$ cat config.mk
export PLATFORM = sky130hd
export DESIGN_NAME = sar_adc_ctrl
export DESIGN_NICKNAME = d
export VERILOG_FILES = /design/src/rtl/sar_adc_ctrl.sv
export SDC_FILE = /design/constraint.sdc
export NUM_CORES = 1
export LEC_CHECK = 0
export CELL_PAD_IN_SITES_DETAIL_PLACEMENT = 0
export CELL_PAD_IN_SITES_GLOBAL_PLACEMENT = 2
export CORE_UTILIZATION = 27
export CTS_CLUSTER_DIAMETER = 50
export DETAILED_ROUTE_END_ITERATION = 10
export PLACE_DENSITY = 0.77
export SLEW_MARGIN = 20
export SYNTH_ARGS = -nofsm -noshare
export SYNTH_HDL_FRONTEND = slang
export SYNTH_SLANG_ARGS = --single-unit
$ cat constraint.sdc
create_clock -name clk -period 1.7 [get_ports clk]
set_clock_uncertainty 0.1 [all_clocks]
set_input_delay 0.34 -clock clk [delete_from_list [all_inputs] [get_ports clk]]
set_output_delay 0.34 -clock clk [all_outputs]
set_load 0.03 [all_outputs]
$ cat src/rtl/sar_adc_ctrl.sv
// Successive-approximation ADC controller: tracks the input, then walks a trial code
// MSB first against the comparator and publishes the WIDTH-bit conversion result.
module sar_adc_ctrl #(
  parameter int WIDTH         = 8,
  parameter int SAMPLE_CYCLES = 2,
  parameter int SETTLE        = 2
) (
  input  logic             clk,
  input  logic             rst_n,
  input  logic             start,
  input  logic             abort,
  input  logic             cmp,
  output logic             sample,
  output logic [WIDTH-1:0] dac_code,
  output logic             busy,
  output logic             done,
  output logic [WIDTH-1:0] result
);

  localparam int SCW = (SAMPLE_CYCLES > 1) ? $clog2(SAMPLE_CYCLES) : 1;
  localparam int TCW = (SETTLE > 1) ? $clog2(SETTLE) : 1;
  localparam int IW  = $clog2(WIDTH);

  localparam logic [SCW-1:0]   SAMPLE_LAST = SCW'(SAMPLE_CYCLES - 1);
  localparam logic [TCW-1:0]   SETTLE_LAST = TCW'(SETTLE - 1);
  localparam logic [IW-1:0]    MSB_IDX     = IW'(WIDTH - 1);
  localparam logic [WIDTH-1:0] MSB_MASK    = {1'b1, {(WIDTH-1){1'b0}}};

  typedef enum logic [1:0] {
    ST_IDLE,
    ST_SAMPLE,
    ST_CONVERT,
    ST_DONE
  } state_t;

  state_t           r_state;
  logic [SCW-1:0]   r_sampleCnt;
  logic [TCW-1:0]   r_settleCnt;
  logic [IW-1:0]    r_bitIdx;
  logic             r_sample;
  logic [WIDTH-1:0] r_dacCode;
  logic             r_busy;
  logic             r_done;
  logic [WIDTH-1:0] r_result;

  state_t           w_stateNext;
  logic [SCW-1:0]   w_sampleCntNext;
  logic [TCW-1:0]   w_settleCntNext;
  logic [IW-1:0]    w_bitIdxNext;
  logic             w_sampleNext;
  logic [WIDTH-1:0] w_dacCodeNext;
  logic             w_busyNext;
  logic             w_doneNext;
  logic [WIDTH-1:0] w_resultNext;
  logic [WIDTH-1:0] w_bitMask;
  logic [WIDTH-1:0] w_decided;

  // During CONVERT the DAC register doubles as the accumulator, so the decided code
  // is the current trial with bit i kept or dropped according to the comparator.
  assign w_bitMask = WIDTH'(1) << r_bitIdx;
  assign w_decided = cmp ? r_dacCode : (r_dacCode & ~w_bitMask);

  always_ff @(posedge clk) begin
    if (!rst_n) begin
      r_state     <= ST_IDLE;
      r_sampleCnt <= '0;
      r_settleCnt <= '0;
      r_bitIdx    <= '0;
      r_sample    <= 1'b0;
      r_dacCode   <= '0;
      r_busy      <= 1'b0;
      r_done      <= 1'b0;
      r_result    <= '0;
    end else begin
      r_state     <= w_stateNext;
      r_sampleCnt <= w_sampleCntNext;
      r_settleCnt <= w_settleCntNext;
      r_bitIdx    <= w_bitIdxNext;
      r_sample    <= w_sampleNext;
      r_dacCode   <= w_dacCodeNext;
      r_busy      <= w_busyNext;
      r_done      <= w_doneNext;
      r_result    <= w_resultNext;
    end
  end

  // Outputs are computed for the next state and registered alongside it, so every
  // output lines up with the state it belongs to without an input-to-output path.
  always_comb begin
    w_stateNext     = r_state;
    w_sampleCntNext = r_sampleCnt;
    w_settleCntNext = r_settleCnt;
    w_bitIdxNext    = r_bitIdx;
    w_sampleNext    = 1'b0;
    w_dacCodeNext   = '0;
    w_busyNext      = 1'b0;
    w_doneNext      = 1'b0;
    w_resultNext    = r_result;

    case (r_state)
      ST_IDLE: begin
        if (start) begin
          w_stateNext     = ST_SAMPLE;
          w_sampleCntNext = '0;
          w_sampleNext    = 1'b1;
          w_busyNext      = 1'b1;
        end
      end

      ST_SAMPLE: begin
        if (abort) begin
          w_stateNext     = ST_IDLE;
          w_sampleCntNext = '0;
        end else if (r_sampleCnt == SAMPLE_LAST) begin
          w_stateNext     = ST_CONVERT;
          w_sampleCntNext = '0;
          w_settleCntNext = '0;
          w_bitIdxNext    = MSB_IDX;
          w_dacCodeNext   = MSB_MASK;
          w_busyNext      = 1'b1;
        end else begin
          w_sampleCntNext = r_sampleCnt + SCW'(1);
          w_sampleNext    = 1'b1;
          w_busyNext      = 1'b1;
        end
      end

      ST_CONVERT: begin
        if (abort) begin
          w_stateNext     = ST_IDLE;
          w_settleCntNext = '0;
          w_bitIdxNext    = '0;
        end else if (r_settleCnt == SETTLE_LAST) begin
          w_settleCntNext = '0;
          w_busyNext      = 1'b1;
          if (r_bitIdx == '0) begin
            w_stateNext  = ST_DONE;
            w_doneNext   = 1'b1;
            w_resultNext = w_decided;
          end else begin
            w_bitIdxNext  = r_bitIdx - IW'(1);
            w_dacCodeNext = w_decided | (w_bitMask >> 1);
          end
        end else begin
          w_settleCntNext = r_settleCnt + TCW'(1);
          w_dacCodeNext   = r_dacCode;
          w_busyNext      = 1'b1;
        end
      end

      ST_DONE: begin
        w_stateNext = ST_IDLE;
      end

      default: begin
        w_stateNext = ST_IDLE;
      end
    endcase
  end

  assign sample   = r_sample;
  assign dac_code = r_dacCode;
  assign busy     = r_busy;
  assign done     = r_done;
  assign result   = r_result;

endmodule
# Word level (Yosys, flattened, before mapping)
# Index checks and enable logic that the tools add are counted.
# word_totals
elab_cells,77
regBits,26
# op_classes
eq_ne,10
bitwise_logic,7
muxes,36
reduce_logical,11
shift,1
n_addsub,3
# ops
op,n
two-way mux 8 bit,6
case mux 8 bit (2 select lines),1
two-way mux 3 bit,5
two-way mux 1 bit,12
two-way mux 2 bit,6
inequality test 3 bit (second input constant),4
AND 8 bit,1
inverter 8 bit,1
bitwise OR 8 x 7 -> 8 bit,1
case mux 1 bit (2 select lines),4
case mux 2 bit (4 select lines),1
AND reduction 4 bit,2
<< shifter 1 x 3 -> 8 bit (first input constant),1
inequality test 2 bit (second input constant),3
case mux 3 bit (2 select lines),1
AND reduction 5 bit,1
equality test 2 bit (second input constant),2
inverter 1 bit,4
nonzero test 2 bit,2
OR reduction 4 bit,1
logical NOT 3 bit,1
AND reduction 3 bit,1
subtractor 3 x 1 -> 3 bit (second input constant),1
adder 1 bit (second input constant),2
4 further kinds,4

# Depth between registers and ports, before layout
# logic_depth
word_depth,9
depth_mapped,7
ltp_nobuf,6

# Worst setup path after synthesis
# Ideal clock, no wire load.
# synth_path
kind,register to register
start,register r_state[0]
end,register r_dacCode[1] (netlist: dac_code[1])
arrival_ns,1.368
path_stages_with_launch,8
setup_ns,0.132
synth_period_minus_slack_ns,1.601
setup_slack_ns,0.099
path_buffers,1
cell_sequence,dfxtp_1 > inv_1 > ha_1 > and2b_2 > and4_1 > buf_4 > o21ai_0 > a21oi_1
# synth_via
elab_chain_len,2
elab_cells_between_ends,4
cone_classes,3 x eq/ne; 1 x mux
# synth_lines
item,line,source
"start, declared",36,state_t r_state;
"start signal, assigned",75,r_state <= w_stateNext;
equality test 2 bit / equality test 2 x 1 -> 1 bit (equally long branches),100,case (r_state)
case mux 8 bit (2 select lines) / inequality test 3 bit (equally long branches),n/a,
"end signal, assigned",80,r_dacCode <= w_dacCodeNext;
"end, declared",41,logic [WIDTH-1:0] r_dacCode;
# Parallel ways exist; a longest one is shown, timed or not.
# A chain may end at the register's enable or synchronous reset.

# Worst setup path in the final report
# layout_path
start,register r_state[0]
end,register r_bitIdx[0]
# layout_via
elab_chain_len,3
elab_cells_between_ends,9
cone_classes,6 x eq/ne; 1 x mux; 2 x reduce/logical
# layout_lines
item,line,source
equality test 2 bit / equality test 2 x 1 -> 1 bit (equally long branches),100,
inequality test 3 bit (no source line) (tied with other cells),n/a,
AND reduction 5 bit (no source line),n/a,
"end signal, assigned",78,r_bitIdx <= w_bitIdxNext;
"end, declared",39,logic [IW-1:0] r_bitIdx;
# Parallel ways exist; a longest one is shown, timed or not.

==> results.yml <==
cells_and_area:
  antennaDiodeCount: 0
  drive_gt1_frac: 0.221
  fill_cells: 531
  multi_input_area_sq_um: 791
  register_area_sq_um: 529
  syn_to_final_growth_pct: 40.4
  final_net_count: 220
worst_setup_path:
  cp.required_ns: 1.78
  path_cells: "inv_1 > ha_4 > nor2_1 > a21o_1 > or2_4 > a211oi_1"
  cp_top_family: "compound AO/OA/AOI/OAI gates"
  crit_slowest_cell: "dfxtp_4"
  crit_path_max_incr_delay_ns: 0.36
  endpoint_kind: "register"
  r2r-end: "r_bitIdx[0]"
  r2r_cells: 6
  cp_max_fo: 5
  critPathKind: "reg2reg"
  critPathBufInv: 1
  reg2reg_slack_ns: 0.09
  rr_startpoint: "r_state[0]"
  crit_path_start_kind: "register"
  cp.arrival_ns: 1.69
timing:
  timing.final.crit_share: 0.947
  setup_violations: 0
  rsz0062_at_grt: "no"
  fin_crit_ns: 1.61
  worst_slack_ns: 0.0895
  hold_slack_ns: 0.354
  fmax_ghz: 0.621
  hold_viol: 0
  max_slew_margin: 0.787
  worst_slew_pin_slew_ns: 0.319
  drv_slew: 0
  setup_tns_ns: 0
global_routing:
  grt_pass1_wl_um: 5760
  antenna_found_initial: 0
  grt.total_usage: 0.144
  grtUsageMet2: 0.259
  grt_pass1_vias: 1276
  grt_overflow_total: 0
  use_met1: 0.171
  grt_max_degree: 23
  top_usage_layer: "met2"
  grt_use_met3: 0.0194
outcome:
  outcome: "complete, no violations"
synthesis:
  synthArstFlopShare: 0
  synth-edff-count: 0
  synth_area_sq_mm: 0.00134
  syn-num-nets: 177
  ys.warnings.count: 0
  yosysSeqAreaShare: 0.390
  synthDistinctLibCells: 41
  ys.flop_type: "dfxtp_1"
  netlist_instances: 163
  synth_largest_area_cell: "dfxtp_1"
  ys_ff_latch: 26
  post-synth-top-area-fraction: 0.390
  synth_area_leaders: "dfxtp_1 39%, ha_1 8.4%, a21oi_1 7.9%"
  avgSynthCellArea_sq_um: 8.20
placement:
  place.port_buffers: 23
  routabilityCongestion: 0.814
  place_ws_ns: -0.275
  dp_hpwl_um: 2650
clock_network:
  cts_tree: "done"
  cts_buffer_depth: 2
  root_buffer: "clkbuf_8"
  cts_buffers: 3
  clock_latency_ns: 0.26
  cts.sinks: 26
  cts_max_level: 1
  ctsHoldBuffers: 0
  clkTransAtPathRegs_ns: 0.09
floorplan:
  die_h_um: 72.4
  fp.dieArea_sq_mm: 0.00523
  coreArea_sq_mm: 0.00475
  ios: 24
  die_w_um: 72.4
  rows: 25
  start_util: 0.281
routing:
  first_iter_violations: 62
  wl_per_cell_um: 12.6
  drc: 0
  drtAntennaViolNets: 0
  viasPerCell: 4.74
  num_vias: 1285
  routed_wl_um: 3420
  firstDrtPassIters: 5
pwr:
  pwr-share-comb: 0.272
  p_sw_w: 0.000410
  seqPwrFrac: 0.476
  powerDensity_mw_per_mm2: 740
  peakVddDrop_mv: 0.307
  switching_share: 0.295
  p_leak_nw: 0.809
  p_int_w: 0.000980
  power_frac_clock: 0.252
hold_path:
  hp-class: "reg2reg"
  min-delay-start: "result[3]"
  hold_depth: 2
  hold_end: "result[3]"
job:
  maxCapViolations: 0
[logic make-up after synthesis]
logic type               count (synthesis)  share of synthesized area
flip-flops                              26                      0.390
AO/OA/AOI/OAI                           47                      0.222
AND/OR/NAND/NOR                         65                      0.251
buffers and inverters                   16                     0.0534
adder cells (fa/ha/maj)                  9                     0.0843
[synthesized netlist by cell type (2+ instances only)]
| master | instances |
|---|---|
| a211oi_1 | 2 |
| a21boi_0 | 4 |
| a21oi_1 | 21 |
| a31oi_1 | 2 |
| and2_1 | 2 |
| buf_2 | 3 |
| buf_4 | 2 |
| clkbuf_1 | 3 |
| dfxtp_1 | 26 |
| ha_1 | 9 |
| inv_1 | 8 |
| nand2_1 | 22 |
| nand2b_1 | 3 |
| nand3_1 | 8 |
| nor2_1 | 11 |
| nor2b_1 | 4 |
| nor3_1 | 3 |
| nor3b_1 | 2 |
| o21ai_0 | 5 |
| o31ai_1 | 2 |
[stage by stage]
stage | total power [W] | std cells | utilization | instance area [sq um]
2_1_floorplan | 0.000861 | 163 | - | 1340
3_3_place_gp | 0.00101 | 266 | 0.374 | 1780
3_5_place_dp | 0.00101 | 266 | 0.374 | 1780
5_1_grt | 0.00147 | 271 | 0.395 | 1880
4_1_cts | 0.00137 | 269 | 0.379 | 1800
6_report | 0.00139 | 271 | 0.395 | 1880
[cell type report]
class	count	share of cell area
Sequential cell	26	0.282
Timing Repair Buffer	46	0.214
Inverter	8	0.0160
Multi-Input combinational cell	121	0.421
Clock buffer	3	0.0220
Tap cell	67	0.0447
[cell usage in the layout (no fill, tap or decap), types with 3 or more instances in the layout]
cell type        instances
a21boi_0                 3
a21oi_1                 20
buf_4                   22
clkbuf_8                 3
clkdlybuf4s50_1          3
dfxtp_1                 23
dlygate4sd2_1           17
dlymetal6s2s_1           3
ha_1                     5
inv_1                    8
nand2_1                 22
nand2b_1                 3
nand3_1                  8
nor2_1                  11
nor2b_1                  4
nor3_1                   3
o21ai_0                  5
[worst min-delay path, cell delays in order (launching register included)]
cell and delay, ns:
dfxtp_1 0.32, nand2_1 0.05, a21oi_1 0.05
[sequential cells by signal, summed over array words and instances (netlist names)]
name and count:
dac_code 8, result 8, r_bitIdx 3, r_state 2, busy 1, done 1
r_sampleCnt 1, r_settleCnt 1, sample 1
[power groups by stage]
stage	registers (W)	clock network (W)	logic (W)
final	0.000662	0.000350	0.000378
after global routing	0.000667	0.000383	0.000424
after CTS	0.000660	0.000366	0.000341
after detailed placement	0.000674	0	0.000340
after global placement	0.000673	0	0.000333
after floorplan	0.000674	0	0.000187
[worst max path at each step]
stage | startpoint | depth (start not counted) | to | slack (ns)
after floorplan | r_state[0] | 7 | dac_code[1] | 0.1
after global placement | abort | 5 | r_bitIdx[2] | -0.22
after detailed placement | abort | 5 | r_bitIdx[0] | -0.27
after CTS | abort | 5 | r_bitIdx[0] | 0.01
after global routing | r_state[0] | 6 | r_bitIdx[1] | 0.004
final | r_state[0] | 6 | r_bitIdx[0] | 0.09
[per-layer routing]
layer / part of all wire / up-vias / wire length, um
li1: - / 650 / -
met1: 0.45 / 598 / 1540
met2: 0.50 / 31 / 1720
met3: 0.032 / 6 / 110
met4: 0.013 / 0 / 46
met5: 0 / - / 0
[timing repair]
item	CTS	global route
endpoints found under the hold margin	0	0
setup buffers	0	2
gates cloned	0	0
pin swaps	0	0
endpoints found under the setup margin	28	19
resized for setup	19	19
Note: power is estimated with default switching activity, not from simulation.
